<file path="config.mk">
export PLATFORM = sky130hd
export DESIGN_NAME = mux_bin
export DESIGN_NICKNAME = d
export VERILOG_FILES = /design/src/rtl/mux_bin.sv
export SDC_FILE = /design/constraint.sdc
export NUM_CORES = 1
export LEC_CHECK = 0
export BUFFER_PORTS_ARGS = -buffer_cell sky130_fd_sc_hd__buf_2
export CAP_MARGIN = 20
export CORE_AREA = 3 3 60 62
export DETAILED_ROUTE_END_ITERATION = 8
export DIE_AREA = 0 0 63 65
export PLACE_DENSITY = 0.84
export RECOVER_POWER = 50
export SYNTH_ARGS = -nofsm -noshare
export SYNTH_HDL_FRONTEND = slang
export SYNTH_SLANG_ARGS = --single-unit
</file>
<file path="constraint.sdc">
create_clock -name vclk -period 2.3
set_input_delay 0.575 -clock vclk [all_inputs]
set_output_delay 0.575 -clock vclk [all_outputs]
set_load 0.02 [all_outputs]
</file>
<file path="src/rtl/mux_bin.sv">
// mux_bin: binary-select multiplexer returning ary[bin] from a WIDTH-entry array.
// Three interchangeable selection structures; an optional output register adds
// one cycle of latency. Out-of-range selects (non power-of-2 WIDTH) return zero.
module mux_bin #(
  parameter type         DAT_T          = logic [7:0],
  parameter int unsigned WIDTH          = 16,
  parameter int unsigned SPLIT          = 4,
  parameter int unsigned IMPLEMENTATION = 0,
  parameter int unsigned REG_OUT        = 0,
  localparam int unsigned WIDTH_LOG     = $clog2(WIDTH),
  localparam int unsigned SPLIT_LOG     = $clog2(SPLIT)
) (
  input  logic                 clk,
  input  logic                 rst,
  input  logic [WIDTH_LOG-1:0] bin,
  input  DAT_T                 ary [WIDTH-1:0],
  output DAT_T                 dat
);

  // Tree geometry: number of SPLIT-way levels and the padded leaf count.
  localparam int unsigned LEVELS = (WIDTH_LOG + SPLIT_LOG - 1) / SPLIT_LOG;
  localparam int unsigned PAD    = SPLIT ** LEVELS;
  localparam int unsigned SEL_W  = LEVELS * SPLIT_LOG;
  localparam bit          POW2   = ((2 ** WIDTH_LOG) == WIDTH);

  DAT_T sel_c;

  // SPLIT-way reduction, LSB digit of the select first. Leaves beyond WIDTH are
  // zero, so an out-of-range select naturally lands on a zero entry. Each level
  // compacts in place: the read index n*SPLIT+sel is never below the write index n.
  function automatic DAT_T tree_pick(input DAT_T a [WIDTH-1:0],
                                     input logic [WIDTH_LOG-1:0] b);
    DAT_T                 node [PAD];
    logic [SEL_W-1:0]     bsel;
    logic [SPLIT_LOG-1:0] sel;
    bsel = SEL_W'(b);
    for (int unsigned i = 0; i < PAD; i++) node[i] = '0;
    for (int unsigned i = 0; i < WIDTH; i++) node[i] = a[i];
    for (int unsigned l = 0; l < LEVELS; l++) begin
      sel = bsel[l*SPLIT_LOG +: SPLIT_LOG];
      for (int unsigned n = 0; n < PAD / (SPLIT ** (l + 1)); n++) begin
        node[n] = node[n*SPLIT + 32'(sel)];
      end
    end
    return node[0];
  endfunction

  generate
    if (IMPLEMENTATION == 0) begin : g_index
      if (POW2) begin : g_full
        // Every select value addresses a real entry.
        always_comb begin
          sel_c = ary[bin];
        end
      end else begin : g_part
        // Guard the index so unused select codes read as zero.
        always_comb begin
          sel_c = '0;
          if (32'(bin) < WIDTH) sel_c = ary[bin];
        end
      end
    end else if (IMPLEMENTATION == 1) begin : g_tree
      // Radix-SPLIT selection tree.
      always_comb begin
        sel_c = tree_pick(ary, bin);
      end
    end else if (IMPLEMENTATION == 2) begin : g_onehot
      logic [WIDTH-1:0] onehot;
      // Decode then AND-OR: unselected entries are masked to zero, so X on them
      // cannot reach the output.
      always_comb begin
        onehot = '0;
        sel_c  = '0;
        for (int unsigned i = 0; i < WIDTH; i++) begin
          onehot[i] = (32'(bin) == i);
        end
        for (int unsigned i = 0; i < WIDTH; i++) begin
          sel_c = sel_c | (ary[i] & {$bits(DAT_T){onehot[i]}});
        end
      end
    end else begin : g_bad
      $error("mux_bin: unsupported IMPLEMENTATION %0d", IMPLEMENTATION);
      always_comb begin
        sel_c = '0;
      end
    end
  endgenerate

  generate
    if (REG_OUT != 0) begin : g_reg
      // Output register, cleared asynchronously by rst.
      always_ff @(posedge clk or posedge rst) begin
        if (rst) dat <= '0;
        else     dat <= sel_c;
      end
    end else begin : g_comb
      logic unused_clk_rst;
      // Combinational output; clock and reset are not used in this mode.
      assign unused_clk_rst = clk ^ rst;
      assign dat = sel_c;
    end
  endgenerate

endmodule

</file>
==> results.json <==
{
  "rsz0062_at_grt": "yes",
  "cpPeakStageDelay_ns": 0.50,
  "start_util_pct": 33.6,
  "cp_num_buf_inv": 4,
  "seq_cell_count": 0,
  "final_core_util_pct": 66.5,
  "antenna_cells": 0,
  "num_vias": 1372,
  "synth.avg_cell_area_um2": 14.8,
  "grt.overflow.total": 0,
  "synth_top_area_share_pct": 39.2,
  "holdWs_ns": 1.68,
  "p_sw_share_pct": 37.4,
  "yosysUniqueCellTypes": 12,
  "wl_met1_mm": 1.54,
  "drv_cap": 0,
  "register_area_um2": 0,
  "drive_gt1_share_pct": 89.8,
  "power_frac_clock_pct": 0,
  "finalHoldViolations": 0,
  "wirelength_mm": 4.60,
  "fin_crit_ns": 2.40,
  "synthTopCellsByCount": "mux4_2, a22oi_1, mux4_1, nand2_1",
  "stdcell_count": 259,
  "die_x_um": 63,
  "placed_area_mm2": 0.00184,
  "grt_max_degree": 18,
  "nets": 351,
  "nFillCells": 256,
  "ys_seq_area_share_pct": 0,
  "first_global_vias": 1496,
  "ioPinCount": 142,
  "top_layer": "met4",
  "power_leakage_nw": 1.01,
  "cpMostUsedCell": "buf_12",
  "grt_usage_pct": 20.7,
  "p_int_w": 0.000263,
  "gp_congestion": 0.759,
  "dp_cells": 255,
  "antenna_found_initial": 0,
  "max-vdd-ir-drop_uv": 102,
  "wl_per_cell_um": 17.8,
  "coreArea_mm2": 0.00308,
  "crit_path_end_kind": "output pin",
  "critical_path_class": "primary input to output pin",
  "setup_ws_ns": -0.0964,
  "crit_chain": "buf_12 -> buf_12 -> buf_12 -> mux4_2 -> a22oi_2 -> nand2_1 -> buf_6",
  "die_area_mm2": 0.00410,
  "wl_met2_mm": 2.72,
  "setup_viol": 8,
  "io_buffers": 140,
  "p_sw_w": 0.000157,
  "critPathLaunchType": "primary input",
  "power_frac_comb_pct": 100.0,
  "arrival_ns": 1.82,
  "vias_per_cell": 5.30,
  "area_growth_pct": 97.9,
  "finalPower_w": 0.000419,
  "yosysWarnings": 0,
  "dp_hpwl_mm": 3.95,
  "outcome": "finished, violations left",
  "power_frac_seq_pct": 0,
  "drv_slew": 0,
  "clkbuf_count": 0,
  "synth_area_mm2": 0.00103,
  "cp_top_family": "multiplexers",
  "pwr_density_cell_mw_per_mm2": 205,
  "fin_crit_sh_pct": 104,
  "syn_nets": 204,
  "fin_area_mm2": 0.00205,
  "grt_pass1_wl_mm": 6.74,
  "fp.dieH_um": 65,
  "ant_nets": 0,
  "max_freq_mhz": 417,
  "slew_headroom_pct": 64.2,
  "drc_errors": 0,
  "dr.first_iter.drc_count": 23,
  "synth.most_common_cell": "mux4_2",
  "violations": "negative setup slack",
  "synth_top_area_cell": "mux4_2",
  "syn_inst": 70,
  "tightest_slew_ns": 0.534,
  "route.met3.wl_um": 324,
  "hp-class": "primary input to output pin",
  "worst_ep_required_time_ns": 1.73,
  "path_max_fanout": 8,
  "cp_slowest_cell": "mux4_2",
  "rows": 20,
  "yosys-top-cells-area": "mux4_2, mux4_1, a22oi_1, buf_6, clkdlybuf4s25_2",
  "drt_pass1_iterations": 4
}
## placed cells by master (no fill, tap or decap)
| master | count |
|---|---|
| and2_1 | 1 |
| clkbuf_16 | 1 |
| and2b_1 | 1 |
| mux4_1 | 8 |
| mux4_2 | 24 |
| nor2b_2 | 1 |
| buf_12 | 6 |
| a22oi_2 | 13 |
| buf_4 | 3 |
| nor2_1 | 1 |
| nand2_1 | 8 |
| buf_2 | 132 |
| buf_16 | 1 |
| a22oi_1 | 3 |
| buf_8 | 2 |
| buf_6 | 10 |
## layout make-up
| type | instances | area [um2] | area share (%) |
|---|---|---|---|
| repair buffers | 155 | 998 | 48.8 |
| multi-input cells | 60 | 992 | 48.5 |
| well taps | 44 | 55.1 | 2.69 |
## stage by stage
stage	TNS (ns)	setup WS (ns)
6_report	-0.598	-0.0964
5_1_grt	-1.04	-0.153
4_1_cts	-0.609	-0.0886
3_5_place_dp	-1.55	-0.233
3_3_place_gp	-1.39	-0.203
2_1_floorplan	0	0.0209
## power by group through the flow
stage | Clock [W] | Combinational (W) | Sequential [W]
detailed placement | 0 | 0.000348 | 0
floorplan | 0 | 0.000185 | 0
global placement | 0 | 0.000335 | 0
global route | 0 | 0.000449 | 0
CTS | 0 | 0.000391 | 0
finish | 0 | 0.000419 | 0
## metal layers
layer	up-vias	global-route usage, %
li1	633	-
met1	669	20.8
met2	68	44.8
met3	2	3.12
met4	0	1.93
met5	-	0
## cells by family after synthesis
family	Yosys count	share of synthesized area, %
AO/OA/AOI/OAI	16	11.6
buffers and inverters	10	8.35
multiplexers	32	74.8
AND/OR/NAND/NOR	12	5.21
## path summary, 6_finish.rpt
kind / depth (start not counted) / start / slack, ns / end
worst min-delay path: 5 / ary[110] / 1.68 / dat[6]
worst max-delay path: 7 / bin[0] / -0.1 / dat[0]
## repair_timing
| action | CTS | global route |
|---|---|---|
| resized for setup | 29 | 20 |
| gates cloned | 1 | 1 |
| hold buffers | 0 | 0 |
| setup endpoints to repair | 8 | 8 |
| setup buffers | 1 | 1 |
| pin swaps | 5 | 9 |
(Power assumes the default switching activity.)
